--- src/rtl/pipeline_hazard_controller_if.sv ---
// Hazard-control bundle between the pipeline datapath and the hazard controller.
// The datapath uses the master modport and the controller uses the slave modport.
interface pipeline_hazard_controller_if #(
  parameter int CNT_W = 16
);
  logic [4:0]       ID_rs1;
  logic [4:0]       ID_rs2;
  logic             ID_uses_rs2;
  logic             ID_EX_MemRead;
  logic [4:0]       ID_EX_rd;
  logic             EX_branch_taken;
  logic             dmem_req;
  logic             dmem_ready;
  logic             PC_write;
  logic             IF_ID_write;
  logic             IF_ID_flush;
  logic             ID_EX_flush;
  logic             pipe_freeze;
  logic             mem_timeout_err;
  logic [CNT_W-1:0] stall_count;

  modport master (
    output ID_rs1, ID_rs2, ID_uses_rs2, ID_EX_MemRead, ID_EX_rd,
           EX_branch_taken, dmem_req, dmem_ready,
    input  PC_write, IF_ID_write, IF_ID_flush, ID_EX_flush, pipe_freeze,
           mem_timeout_err, stall_count
  );

  modport slave (
    input  ID_rs1, ID_rs2, ID_uses_rs2, ID_EX_MemRead, ID_EX_rd,
           EX_branch_taken, dmem_req, dmem_ready,
    output PC_write, IF_ID_write, IF_ID_flush, ID_EX_flush, pipe_freeze,
           mem_timeout_err, stall_count
  );
endinterface

--- src/rtl/pipeline_hazard_controller.sv ---
// Hazard controller: memory-wait freeze with timeout, branch flush, load-use bubble,
// and a saturating count of cycles in which the PC was held.
//   state    | meaning
//   RUN      | no outstanding data-memory access
//   MEM_WAIT | access pending, pipeline frozen until dmem_ready
//   ERROR    | access exceeded TIMEOUT cycles; frozen until reset
module pipeline_hazard_controller #(
  parameter int TIMEOUT = 16,
  parameter int CNT_W   = 16
) (
  input  logic                         clk,
  input  logic                         rst_n,
  pipeline_hazard_controller_if.slave  bus
);

  localparam int WC_W = (TIMEOUT > 2) ? $clog2(TIMEOUT) : 1;
  localparam logic [WC_W-1:0] WAIT_LAST = WC_W'(TIMEOUT - 1);

  typedef enum logic [1:0] {RUN, MEM_WAIT, ERROR} state_t;

  state_t            state, state_nx;
  logic [WC_W-1:0]   wait_cnt, wait_nx;
  logic              err;
  logic [CNT_W-1:0]  cnt;
  logic              load_use;
  logic              mem_stall;
  logic              pc_write, ifid_write, ifid_flush, idex_flush, freeze;

  always_ff @(posedge clk or negedge rst_n) begin
    if (!rst_n) begin
      state    <= RUN;
      wait_cnt <= '0;
      err      <= 1'b0;
      cnt      <= '0;
    end else begin
      state    <= state_nx;
      wait_cnt <= wait_nx;
      err      <= err | (state_nx == ERROR);
      if (!pc_write && (cnt != '1))
        cnt <= cnt + 1'b1;
    end
  end

  always_comb begin
    state_nx = state;
    wait_nx  = wait_cnt;
    case (state)
      RUN: begin
        if (bus.dmem_req && !bus.dmem_ready) begin
          state_nx = MEM_WAIT;
          wait_nx  = WC_W'(1);
        end
      end
      MEM_WAIT: begin
        if (bus.dmem_ready) begin
          state_nx = RUN;
          wait_nx  = '0;
        end else if (wait_cnt == WAIT_LAST) begin
          state_nx = ERROR;
        end else begin
          wait_nx = wait_cnt + 1'b1;
        end
      end
      ERROR:   state_nx = ERROR;
      default: begin
        state_nx = RUN;
        wait_nx  = '0;
      end
    endcase
  end

  always_comb begin
    load_use = bus.ID_EX_MemRead && (bus.ID_EX_rd != 5'd0) &&
               ((bus.ID_EX_rd == bus.ID_rs1) ||
                (bus.ID_uses_rs2 && (bus.ID_EX_rd == bus.ID_rs2)));
    mem_stall = ((state == RUN) && bus.dmem_req && !bus.dmem_ready) ||
                ((state == MEM_WAIT) && !bus.dmem_ready) ||
                (state == ERROR);

    pc_write   = 1'b1;
    ifid_write = 1'b1;
    ifid_flush = 1'b0;
    idex_flush = 1'b0;
    freeze     = 1'b0;
    // Upstream inputs are frozen during a stall, so branch/load-use simply re-evaluate afterwards.
    if (!rst_n) begin
      pc_write   = 1'b0;
      ifid_write = 1'b0;
      ifid_flush = 1'b1;
      idex_flush = 1'b1;
    end else if (mem_stall) begin
      pc_write   = 1'b0;
      ifid_write = 1'b0;
      freeze     = 1'b1;
    end else if (bus.EX_branch_taken) begin
      ifid_flush = 1'b1;
      idex_flush = 1'b1;
    end else if (load_use) begin
      pc_write   = 1'b0;
      ifid_write = 1'b0;
      idex_flush = 1'b1;
    end
  end

  assign bus.PC_write        = pc_write;
  assign bus.IF_ID_write     = ifid_write;
  assign bus.IF_ID_flush     = ifid_flush;
  assign bus.ID_EX_flush     = idex_flush;
  assign bus.pipe_freeze     = freeze;
  assign bus.mem_timeout_err = err;
  assign bus.stall_count     = cnt;

endmodule

--- src/flat_wrapper.sv ---
// flat-port wrapper written by rule: the top's interface ports become plain ports
module pipeline_hazard_controller_flat 
#(
  parameter int TIMEOUT = 16,
  parameter int CNT_W   = 16
)
  (clk, rst_n, bus_ID_rs1, bus_ID_rs2, bus_ID_uses_rs2, bus_ID_EX_MemRead, bus_ID_EX_rd, bus_EX_branch_taken, bus_dmem_req, bus_dmem_ready, bus_PC_write, bus_IF_ID_write, bus_IF_ID_flush, bus_ID_EX_flush, bus_pipe_freeze, bus_mem_timeout_err, bus_stall_count);
  pipeline_hazard_controller_if #(.CNT_W(CNT_W)) bus_i ();
  input  logic clk;
  input  logic rst_n;
  input wire logic [$bits(bus_i.ID_rs1)-1:0] bus_ID_rs1;
  input wire logic [$bits(bus_i.ID_rs2)-1:0] bus_ID_rs2;
  input wire logic [$bits(bus_i.ID_uses_rs2)-1:0] bus_ID_uses_rs2;
  input wire logic [$bits(bus_i.ID_EX_MemRead)-1:0] bus_ID_EX_MemRead;
  input wire logic [$bits(bus_i.ID_EX_rd)-1:0] bus_ID_EX_rd;
  input wire logic [$bits(bus_i.EX_branch_taken)-1:0] bus_EX_branch_taken;
  input wire logic [$bits(bus_i.dmem_req)-1:0] bus_dmem_req;
  input wire logic [$bits(bus_i.dmem_ready)-1:0] bus_dmem_ready;
  output wire logic [$bits(bus_i.PC_write)-1:0] bus_PC_write;
  output wire logic [$bits(bus_i.IF_ID_write)-1:0] bus_IF_ID_write;
  output wire logic [$bits(bus_i.IF_ID_flush)-1:0] bus_IF_ID_flush;
  output wire logic [$bits(bus_i.ID_EX_flush)-1:0] bus_ID_EX_flush;
  output wire logic [$bits(bus_i.pipe_freeze)-1:0] bus_pipe_freeze;
  output wire logic [$bits(bus_i.mem_timeout_err)-1:0] bus_mem_timeout_err;
  output wire logic [$bits(bus_i.stall_count)-1:0] bus_stall_count;
  assign bus_i.ID_rs1 = bus_ID_rs1;
  assign bus_i.ID_rs2 = bus_ID_rs2;
  assign bus_i.ID_uses_rs2 = bus_ID_uses_rs2;
  assign bus_i.ID_EX_MemRead = bus_ID_EX_MemRead;
  assign bus_i.ID_EX_rd = bus_ID_EX_rd;
  assign bus_i.EX_branch_taken = bus_EX_branch_taken;
  assign bus_i.dmem_req = bus_dmem_req;
  assign bus_i.dmem_ready = bus_dmem_ready;
  assign bus_PC_write = bus_i.PC_write;
  assign bus_IF_ID_write = bus_i.IF_ID_write;
  assign bus_IF_ID_flush = bus_i.IF_ID_flush;
  assign bus_ID_EX_flush = bus_i.ID_EX_flush;
  assign bus_pipe_freeze = bus_i.pipe_freeze;
  assign bus_mem_timeout_err = bus_i.mem_timeout_err;
  assign bus_stall_count = bus_i.stall_count;
  pipeline_hazard_controller #(.TIMEOUT(TIMEOUT), .CNT_W(CNT_W)) u_core (.clk(clk), .rst_n(rst_n), .bus(bus_i));
endmodule
--- config.mk ---
export PLATFORM = sky130hd
export DESIGN_NAME = pipeline_hazard_controller_flat
export DESIGN_NICKNAME = d
export VERILOG_FILES = /design/src/rtl/pipeline_hazard_controller_if.sv /design/src/rtl/pipeline_hazard_controller.sv /design/src/flat_wrapper.sv
export SDC_FILE = /design/constraint.sdc
export NUM_CORES = 1
export LEC_CHECK = 0
export ABC_AREA = 1
export CORE_ASPECT_RATIO = 0.75
export CORE_MARGIN = 1
export CORE_UTILIZATION = 48
export CTS_CLUSTER_SIZE = 12
export DETAILED_ROUTE_END_ITERATION = 8
export PLACE_DENSITY = 0.88
export SYNTH_ARGS = -nofsm -noshare
export SYNTH_HDL_FRONTEND = slang
export SYNTH_SLANG_ARGS = --single-unit
export TNS_END_PERCENT = 100
--- constraint.sdc ---
create_clock -name clk -period 1.75 [get_ports clk]
set_input_delay 0.35 -clock clk [delete_from_list [all_inputs] [get_ports clk]]
set_output_delay 0.35 -clock clk [all_outputs]
set_load 0.03 [all_outputs]
; ---- After elaboration in Yosys (flattened, before gate mapping)
; Index checks and enable logic that the tools add are counted.
[op_classes]
n_mul = 0
n_reduce_logical = 16
n_eq_ne = 9
shift = 0
bitwise_logic = 2
div = 0
n_lt_le_gt_ge = 0
muxes = 21
add_sub_neg = 2
[ops]
columns = op, count
row1 = 16-bit by 1-bit adder with 16-bit output (second input constant), 1
row2 = 16-bit inequality test (second input constant), 1
row3 = 1-bit 2-to-1 mux, 13
row4 = 4-bit 2-to-1 mux, 3
row5 = 4-bit case mux with 3 select lines, 1
row6 = 5-bit equality test, 2
row7 = 1-bit logical AND, 8
row8 = 2-bit 2-to-1 mux, 3
row9 = 2-bit case mux with 3 select lines, 1
row10 = 5-bit nonzero test, 1
row11 = 4-bit by 1-bit adder with 4-bit output (second input constant), 1
row12 = 2-bit equality test (second input constant), 2
row13 = 4-bit equality test (second input constant), 1
row14 = 1-bit logical OR, 3
row15 = 3-bit inequality test (second input constant), 1
row16 = 3-bit AND reduction, 1
row17 = 2-bit by 1-bit equality test with 1-bit output (second input constant), 1
row18 = 1-bit logical NOT, 2
row19 = 2-bit logical NOT, 1
row20 = 2-bit by 1-bit inequality test with 1-bit output (second input constant), 1
row21 = 1-bit NOT, 1
row22 = 1-bit bitwise OR, 1
[totals]
latchBits = 0
reg_bits = 23
n_memories = 0
mem_bits_rw = 0
rom_bits = 0
output_inout_bits = 22
word_cells = 54

; ---- Longest topological paths before layout
; Gate-level depths: netlist (run 1).
[logic_depth]
depth_word = 10
ltp_mapped = 12

; ---- Worst setup path before layout (run 1)
; OpenSTA, ideal clock, no wires.
[synth_path]
kind = register to output
start = reg u_core.state[0]
end = out bus_PC_write
path_buffers = 2
t_arrival_ns = 1.490
setup_slack_ns = -0.090
stages_incl_launch_ff = 10
path_cell_list = dfrtp_1 inv_1 nor2_1 nand2_1 nand3_1 nor2_1 nand2_2 buf_4 inv_1 buf_4
[synth_between]
elab_chain_len = 7
word_cells_on_any_way = 10
cone_classes = 2 x eq/ne / 2 x mux / 6 x reduce/logical
[synth_rtl]
columns = item, line
row1 = start: declaration, pipeline_hazard_controller.sv:21  ; state_t state, state_nx;
row2 = start signal: assignment, pipeline_hazard_controller.sv:36  ; state <= state_nx;
row3 = 2-bit logical NOT, pipeline_hazard_controller.sv:76  ; mem_stall = ((state == RUN) && bus.dmem_req && !bus.dmem_ready) ||
row4 = 1-bit logical AND (2 in a row), pipeline_hazard_controller.sv:76
row5 = 1-bit logical OR, pipeline_hazard_controller.sv:76
row6 = 1-bit logical OR (*), pipeline_hazard_controller.sv:77  ; ((state == MEM_WAIT) && !bus.dmem_ready) ||
row7 = 1-bit 2-to-1 mux (*) (2 in a row), n/a
row8 = end: declaration, flat_wrapper.sv:19  ; output wire logic [$bits(bus_i.PC_write)-1:0] bus_PC_write;
; Mark *: on every way between the ends. The rest lies on a longest branch, timed or not.

; ---- Final worst setup path (run 1)
[layout_path]
start = reg u_core.state[1]
end = out bus_PC_write
[layout_between]
elab_chain_len = 7
word_cells_on_any_way = 10
cone_classes = 2 x eq/ne / 2 x mux / 6 x reduce/logical
[layout_rtl]
columns = item, line
row1 = 2-bit logical NOT, pipeline_hazard_controller.sv:76
row2 = 1-bit logical AND (2 in a row), pipeline_hazard_controller.sv:76
row3 = 1-bit logical OR, pipeline_hazard_controller.sv:76
row4 = 1-bit logical OR (*), pipeline_hazard_controller.sv:77
row5 = 1-bit 2-to-1 mux (*), pipeline_hazard_controller.sv:91  ; end else if (mem_stall) begin
row6 = 1-bit 2-to-1 mux (*), pipeline_hazard_controller.sv:86  ; if (!rst_n) begin
; Marked as above.

==> load_flow_metrics.sql, run 1 <==
INSERT INTO impl_metrics (metric_group, metric, value, unit) VALUES
('timing', 'fmaxAchievable', '551.5', 'MHz'),
('timing', 'final.setup_skew', '0.006874', 'ns'),
('routing', 'drt_first_pass_iters', '4', ''),
('synth', 'share_of_the_yosys_chip_area_belonging_to_registers', '36.92', '%'),
('global_route', 'first_pass_grt_wire_length', '6.989', 'mm'),
('routing', 'drc', '0', ''),
('flow_run', 'max_cap_viol_count', '0', ''),
('floorplan', 'start_util', '51.62', '%'),
('cts', 'h-tree-depth', '1', ''),
('synth', 'cell_type_with_the_highest_aggregate_area_in_the_netlist', 'sky130_fd_sc_hd__dfrtp_1', ''),
('synth', 'ffs_w_async_s_r_synth', '100.0', '%'),
('timing', 'hold-worst-slack', '0.4822', 'ns'),
('routing', 'dr_total_vias', '1760', ''),
('routing', 'drt_iter0_drc', '131', ''),
('floorplan', 'rows', '17', ''),
('setup_path', 'endpoint_of_the_most_critical_register_to_register_path', 'u_core.bus.stall_count[9]$_DFFE_PN0P_', ''),
('setup_path', 'timing.reg2reg.worst_path_depth', '11', ''),
('synth', 'synthDominantCellAreaShare', '36.92', '%'),
('cts', 'cts.reportedPaths.clkPinSlew', '0.08', 'ns'),
('synth', 'synth_most_common_cell', 'sky130_fd_sc_hd__nand2_1', ''),
('synth', 'synth.top_cells.by_area', 'sky130_fd_sc_hd__dfrtp_1 37%, sky130_fd_sc_hd__nand2_1 20%, sky130_fd_sc_hd__nand3_1 9.0%', ''),
('setup_path', 'crit_path_start_kind', 'flip-flop', ''),
('pwr', 'leakagePower', '1.311', 'nW'),
('final_layout', 'post-route-util', '75.93', '%'),
('floorplan', 'die_w', '67.81', 'um'),
('floorplan', 'die_area', '3482', 'um2'),
('synth', 'synth-warning-count', '0', ''),
('floorplan', 'design.core.area', '3020', 'um2'),
('global_route', 'grt.total_usage', '27.01', '%'),
('synth', 'synthesis.instances', '233', ''),
('synth', 'syn_area', '1559', 'um2'),
('cts', 'cts_sink_cnt', '23', ''),
('global_route', 'grt_max_degree', '24', ''),
('routing', 'wl', '4.609', 'mm'),
('timing', 'finalWorstSetupSlack', '-0.06322', 'ns'),
('timing', 'fin_tns_setup', '-0.1244', 'ns'),
('timing', 'timing_worst_slew_pin_value', '0.3367', 'ns'),
('pwr', 'power_density', '435.2', 'nW/um2'),
('outcome', 'failed_checks', 'setup timing', ''),
('routing', 'ant_nets', '0', ''),
('floorplan', 'fp.dieH', '51.36', 'um'),
('placement', 'placement.io_buffers', '43', ''),
('timing', 'slew-limit-headroom', '77.52', '%'),
('final_layout', 'synthesis_to_layout_area_growth', '47.11', '%'),
('setup_path', 'timing.critical_path.arrival', '1.46', 'ns'),
('synth', 'synth.lib_cells_used.distinct', '23', ''),
('synth', 'synth_enable_flop_cells', '0', ''),
('cts', 'clock_insertion_delay_worst_skew', '0.27', 'ns'),
('setup_path', 'cp.required', '1.40', 'ns'),
('final_layout', 'post_layout_nonfiller_instances', '338', ''),
('setup_path', 'timing_worst_setup_path_type', 'flip-flop to primary output', ''),
('setup_path', 'regToRegStartpoint', 'u_core.state[0]$_DFF_PN0_', ''),
('timing', 'setup_viol', '3', ''),
('placement', 'dpl.hpwl', '3.006', 'mm'),
('setup_path', 'worst_setup_path_startpoint', 'u_core.state[1]$_DFF_PN0_', ''),
('global_route', 'globalRoute.totalOverflow', '0', ''),
('pwr', 'peakVddDrop', '0.4968', 'mV'),
('final_layout', 'num_antenna_cells', '0', ''),
('global_route', 'number_of_global_route_vias_before_repair', '1589', ''),
('cts', 'cts_root_buffer', 'sky130_fd_sc_hd__clkbuf_8', ''),
('synth', 'synthesis.area_per_instance', '6.691', 'um2'),
('cts', 'cts_buffer_depth', '2', ''),
('placement', 'number_of_cells_after_detailed_placement', '329', ''),
('timing', 'timing_max_transition_violations_final', '0', ''),
('global_route', 'antenna_found_initial', '0', ''),
('final_layout', 'post_route_cells_drive_above_1_share', '24.67', '%'),
('cts', 'ctsHoldBuffers', '0', ''),
('worst_hold_path', 'hold_class', 'flip-flop to flip-flop', ''),
('outcome', 'status', 'complete, but fails checks', ''),
('routing', 'vias_per_cell', '5.207', ''),
('synth', 'yosys-top-cells-count', '83 x sky130_fd_sc_hd__nand2_1, 33 x sky130_fd_sc_hd__inv_1, 28 x sky130_fd_sc_hd__nand3_1, 23 x sky130_fd_sc_hd__dfrtp_1, 23 x sky130_fd_sc_hd__nor2_1', '');
## metal layers
layer	global-route usage, %	part of all wire, %
met5	0	0
met4	4.861	1.1
met3	6.027	7.6
met2	44.39	49
met1	36.45	43
## flip-flops by register name, summed over array words and instances (netlist names)
| name | cells |
|---|---|
| u_core.wait_cnt | 4 |
| u_core.bus.mem_timeout_err | 1 |
| u_core.state | 2 |
| u_core.bus.stall_count | 16 |
## metrics by stage
| stage | power, W | worst slack (ns) | area [um2] |
|---|---|---|---|
| 2_1_floorplan | 0.0005857 | -0.03688 | 1567 |
| 3_3_place_gp | 0.0006707 | -0.3176 | 2146 |
| 3_5_place_dp | 0.0006733 | -0.3601 | 2146 |
| 4_1_cts | 0.0009974 | 0.0002331 | 2210 |
| 5_1_grt | 0.001039 | -0.1242 | 2293 |
| 6_report | 0.0009982 | -0.06322 | 2293 |
## worst min path at each step
stage                                                    start                              endpoint  slack [ns]  cells past startpoint
after global placement    u_core.bus.mem_timeout_err$_DFF_PN0_  u_core.bus.mem_timeout_err$_DFF_PN0_        0.45                      1
after floorplan                                          rst_n  u_core.bus.mem_timeout_err$_DFF_PN0_        0.05                      0
after global routing      u_core.bus.mem_timeout_err$_DFF_PN0_  u_core.bus.mem_timeout_err$_DFF_PN0_        0.52                      1
after CTS                 u_core.bus.mem_timeout_err$_DFF_PN0_  u_core.bus.mem_timeout_err$_DFF_PN0_        0.50                      1
final                     u_core.bus.mem_timeout_err$_DFF_PN0_  u_core.bus.mem_timeout_err$_DFF_PN0_        0.48                      1
after detailed placement  u_core.bus.mem_timeout_err$_DFF_PN0_  u_core.bus.mem_timeout_err$_DFF_PN0_        0.48                      1
## placed cells by master, fill, tap and decap left out, types with 5 or more instances in the layout
master | Yosys | layout
sky130_fd_sc_hd__buf_4 | 2 | 23
sky130_fd_sc_hd__dlymetal6s2s_1 | 0 | 8
sky130_fd_sc_hd__inv_2 | 1 | 5
sky130_fd_sc_hd__clkbuf_2 | 0 | 5
sky130_fd_sc_hd__buf_6 | 2 | 8
sky130_fd_sc_hd__nand3_2 | 1 | 5
sky130_fd_sc_hd__nor2_1 | 23 | 19
sky130_fd_sc_hd__nand2_1 | 83 | 80
sky130_fd_sc_hd__dfrtp_1 | 23 | 22
sky130_fd_sc_hd__nand3_1 | 28 | 24
sky130_fd_sc_hd__inv_1 | 33 | 26
sky130_fd_sc_hd__nand2_2 | 2 | 5
sky130_fd_sc_hd__xor2_1 | 6 | 6
sky130_fd_sc_hd__clkdlybuf4s50_1 | 0 | 6
sky130_fd_sc_hd__o21ai_0 | 8 | 6
sky130_fd_sc_hd__dlygate4sd2_1 | 0 | 10
## critical path, cell delays in order (launching register included)
cell and delay [ns]:
sky130_fd_sc_hd__dfrtp_2 0.44, sky130_fd_sc_hd__nor2_2 0.12, sky130_fd_sc_hd__nand3_2 0.10, sky130_fd_sc_hd__nand3_2 0.11
sky130_fd_sc_hd__nor2_2 0.05, sky130_fd_sc_hd__nand2_2 0.10, sky130_fd_sc_hd__clkinvlp_4 0.12, sky130_fd_sc_hd__buf_6 0.15
## cells by family after synthesis
| group | Yosys count | share of synthesized area (%) |
|---|---|---|
| AND/OR/NAND/NOR | 147 | 41.33 |
| flip-flops | 23 | 36.92 |
| buffers and inverters | 39 | 10.83 |
| XOR/XNOR | 9 | 5.056 |
| adder cells (fa/ha/maj) | 2 | 1.605 |
| AO/OA/AOI/OAI | 13 | 4.254 |
## timing repair
action                     CTS  global route
setup endpoints to repair   27            24
buffers inserted             1             4
gates resized for setup     62            39
pin swaps                   18            20
## power breakdown
part	internal, W	switching, W	leakage, nW
Combinational	0.0000618	0.0000706	0.992
Clock	0.000163	0.000172	0.0228
Sequential	0.000531	0	0.296
Total	0.000755	0.000243	1.31
## layout make-up
| type | instances | area, um2 |
|---|---|---|
| Fill cell | 215 | 726.9 |
| Sequential cell | 23 | 576.8 |
| Timing Repair Buffer | 67 | 600.6 |
| Inverter | 35 | 140.1 |
| Tap cell | 38 | 47.55 |
| Clock buffer | 4 | 45.04 |
| Multi-Input combinational cell | 171 | 883.3 |
Power figures use the tool's default switching activity.
==> run 2, diff against run 1 <==
- CORE_ASPECT_RATIO: 0.75 -> unset
==> load_flow_metrics.sql, run 2 (synthesized netlist as in run 1, its figures left out) <==
INSERT INTO impl_metrics (metric_group, metric, value, unit) VALUES
('routing', 'drt-wirelength-per-cell', '11.52', 'um'),
('final_layout', 'fillCellCount', '259', ''),
('outcome', 'status', 'complete, but fails checks', ''),
('floorplan', 'rows', '20', ''),
('pwr', 'leakagePower', '1.228', 'nW'),
('floorplan', 'num_ports', '44', ''),
('setup_path', 'path_max_fanout', '3', ''),
('placement', 'placement.io_buffers', '43', ''),
('outcome', 'failed_checks', 'setup timing', ''),
('timing', 'final.setup_skew', '0.01817', 'ns'),
('global_route', 'antenna_found_initial', '0', ''),
('timing', 'layout_min_cycle_time', '1.844', 'ns'),
('final_layout', 'num_antenna_cells', '0', ''),
('global_route', 'number_of_global_route_vias_before_repair', '1574', ''),
('floorplan', 'start_util', '50.65', '%'),
('timing', 'timing_worst_slew_pin_value', '0.4025', 'ns'),
('final_layout', 'layout.cells.most_common', 'sky130_fd_sc_hd__nand2_1', ''),
('routing', 'drt_first_pass_iters', '4', ''),
('final_layout', 'synthesis_to_layout_area_growth', '41.09', '%'),
('timing', 'finalHoldViolCount', '0', ''),
('routing', 'wl', '3.986', 'mm'),
('cts', 'h-tree-depth', '1', ''),
('timing', 'setup_viol', '3', ''),
('final_layout', 'post_route_cells_drive_above_1_share', '26.16', '%'),
('timing', 'timing_max_transition_violations_final', '0', ''),
('timing', 'slew-limit-headroom', '72.96', '%'),
('cts', 'cts_made_buffers', '3', ''),
('cts', 'cts.reportedPaths.clkPinSlew', '0.14', 'ns'),
('pwr', 'power_density', '414.4', 'nW/um2'),
('floorplan', 'design.core.area', '3078', 'um2'),
('final_layout', 'fin_nets', '327', ''),
('setup_path', 'timing.critical_path.arrival', '1.49', 'ns'),
('setup_path', 'cp.required', '1.40', 'ns'),
('cts', 'ctsHoldBuffers', '0', ''),
('final_layout', 'post-route-util', '71.46', '%'),
('cts', 'cts_buffer_depth', '2', ''),
('timing', 'min_period_over_period', '105.3', '%'),
('routing', 'ant_nets', '0', ''),
('timing', 'unrepaired_setup_endpoints_after_global_routing', 'true', ''),
('final_layout', 'ff_latch_area', '575.6', 'um2'),
('flow_run', 'max_cap_viol_count', '0', ''),
('cts', 'cts_root_buffer', 'sky130_fd_sc_hd__clkbuf_4', ''),
('routing', 'drt_iter0_drc', '80', ''),
('setup_path', 'critPathCaptureType', 'primary output', ''),
('routing', 'dr_total_vias', '1724', ''),
('final_layout', 'multi_input_area', '870.8', 'um2'),
('pwr', 'peakVddDrop', '0.2240', 'mV'),
('routing', 'vias_per_cell', '4.983', ''),
('global_route', 'grt.total_usage', '24.34', '%'),
('setup_path', 'timing.reg2reg.worst_path_depth', '8', ''),
('floorplan', 'die_area', '3480', 'um2'),
('timing', 'finalWorstSetupSlack', '-0.09362', 'ns'),
('global_route', 'grt_max_degree', '15', ''),
('global_route', 'globalRoute.totalOverflow', '0', ''),
('floorplan', 'die_w', '58.99', 'um'),
('cts', 'clock_insertion_delay_worst_skew', '0.33', 'ns'),
('final_layout', 'final_area', '2200', 'um2'),
('cts', 'tritoncts', 'yes', ''),
('setup_path', 'timing_worst_setup_path_type', 'flip-flop to primary output', ''),
('timing', 'fmaxAchievable', '542.4', 'MHz'),
('setup_path', 'crit_path_start_kind', 'flip-flop', ''),
('floorplan', 'fp.dieH', '58.99', 'um'),
('placement', 'gpl.final_weighted_congestion', '0.8156', ''),
('worst_hold_path', 'hold_class', 'input port to asynchronous set/reset pin', ''),
('routing', 'drc', '0', ''),
('final_layout', 'flip_flop_count_of_the_largest_register_all_copies_and_words_added', '16', ''),
('cts', 'cts_sink_cnt', '23', ''),
('global_route', 'first_pass_grt_wire_length', '6.486', 'mm'),
('placement', 'placement.cell_area', '2133', 'um2'),
('placement', 'dpl.hpwl', '2.896', 'mm'),
('final_layout', 'mostFrequentLayoutCells', '80 x sky130_fd_sc_hd__nand2_1, 28 x sky130_fd_sc_hd__inv_1, 27 x sky130_fd_sc_hd__buf_4', '');
[run 2: cell types whose count changed in the layout (fill, tap and decap cells not counted), sizes merged]
cell / change
clkdlybuf4s15: -2
inv: +1
dlymetal6s2s: -8
clkbuf: -1
buf: +5
clkdlybuf4s50: -1
dlygate4sd2: +8
[run 2: metrics by stage]
stage               std cells  setup slack [ns]  setup TNS (ns)  hold slack (ns)  total power (W)
floorplan                 233          -0.03688        -0.03688          0.05441        0.0005857
global placement          334           -0.3467          -5.428           0.4578        0.0006679
detailed placement        334           -0.4274          -7.285           0.4566        0.0006712
CTS                       343          -0.09209         -0.2170           0.3966        0.0009110
global route              346           -0.1924         -0.6047           0.4074        0.0009453
finish                    346          -0.09362         -0.2371           0.3950        0.0009116
[run 2: path summary, 6_finish.rpt]
kind,start,end,slack (ns)
max,u_core.state[0]$_DFF_PN0_,bus_IF_ID_write,-0.09
min,rst_n,u_core.bus.stall_count[13]$_DFFE_PN0P_,0.40
max reg2reg,u_core.bus.stall_count[0]$_DFFE_PN0P_,u_core.bus.stall_count[15]$_DFFE_PN0P_,0.12
min reg2reg,u_core.bus.mem_timeout_err$_DFF_PN0_,u_core.bus.mem_timeout_err$_DFF_PN0_,0.48
max in group asynchronous,rst_n,u_core.wait_cnt[2]$_DFFE_PN0P_,1.16
min in group clk,u_core.bus.mem_timeout_err$_DFF_PN0_,u_core.bus.mem_timeout_err$_DFF_PN0_,0.48
[run 2: worst max-delay path, stage by stage, from the launching register on]
cell and delay (ns):
sky130_fd_sc_hd__dfrtp_1 0.40, sky130_fd_sc_hd__inv_2 0.06, sky130_fd_sc_hd__nor2_2 0.13, sky130_fd_sc_hd__nand2_2 0.08
sky130_fd_sc_hd__nand3_2 0.10, sky130_fd_sc_hd__nor2_2 0.05, sky130_fd_sc_hd__nand2_2 0.10, sky130_fd_sc_hd__clkinvlp_4 0.12
sky130_fd_sc_hd__buf_6 0.15
[run 2: what timing repair did]
| item | 4_1_cts | 5_1_grt |
|---|---|---|
| buffers inserted | 5 | 3 |
| endpoints found under the setup margin | 35 | 9 |
| pin swaps | 21 | 9 |
| resized for setup | 77 | 21 |
[run 2: report_power, final]
part | leakage, nW | switching (W) | internal, W | total, W
clock network | 0.0177 | 0.000174 | 0.0000857 | 0.000259
registers | 0.297 | 0 | 0.000531 | 0.000531
logic | 0.914 | 0.0000667 | 0.0000540 | 0.000121
[run 2: area by class of cell]
class,instances,share of cell area [%]
clock buffers,3,1.024
clock inverters,1,0.2275
inverters,35,6.143
multi-input cells,171,39.59
flip-flops and latches,23,26.17
well taps,44,2.503
repair buffers,69,24.35
[run 2: per-layer routing]
| layer | share of wire (%) | GRT usage [%] | vias up | routed length (um) |
|---|---|---|---|---|
| met4 | 2.4 | 10.88 | 0 | 95 |
| li1 | - | - | 860 | - |
| met1 | 43 | 29.67 | 801 | 1703 |
| met3 | 3.4 | 2.183 | 8 | 134 |
| met5 | 0 | 0 | - | 0 |
| met2 | 51 | 43.51 | 55 | 2052 |
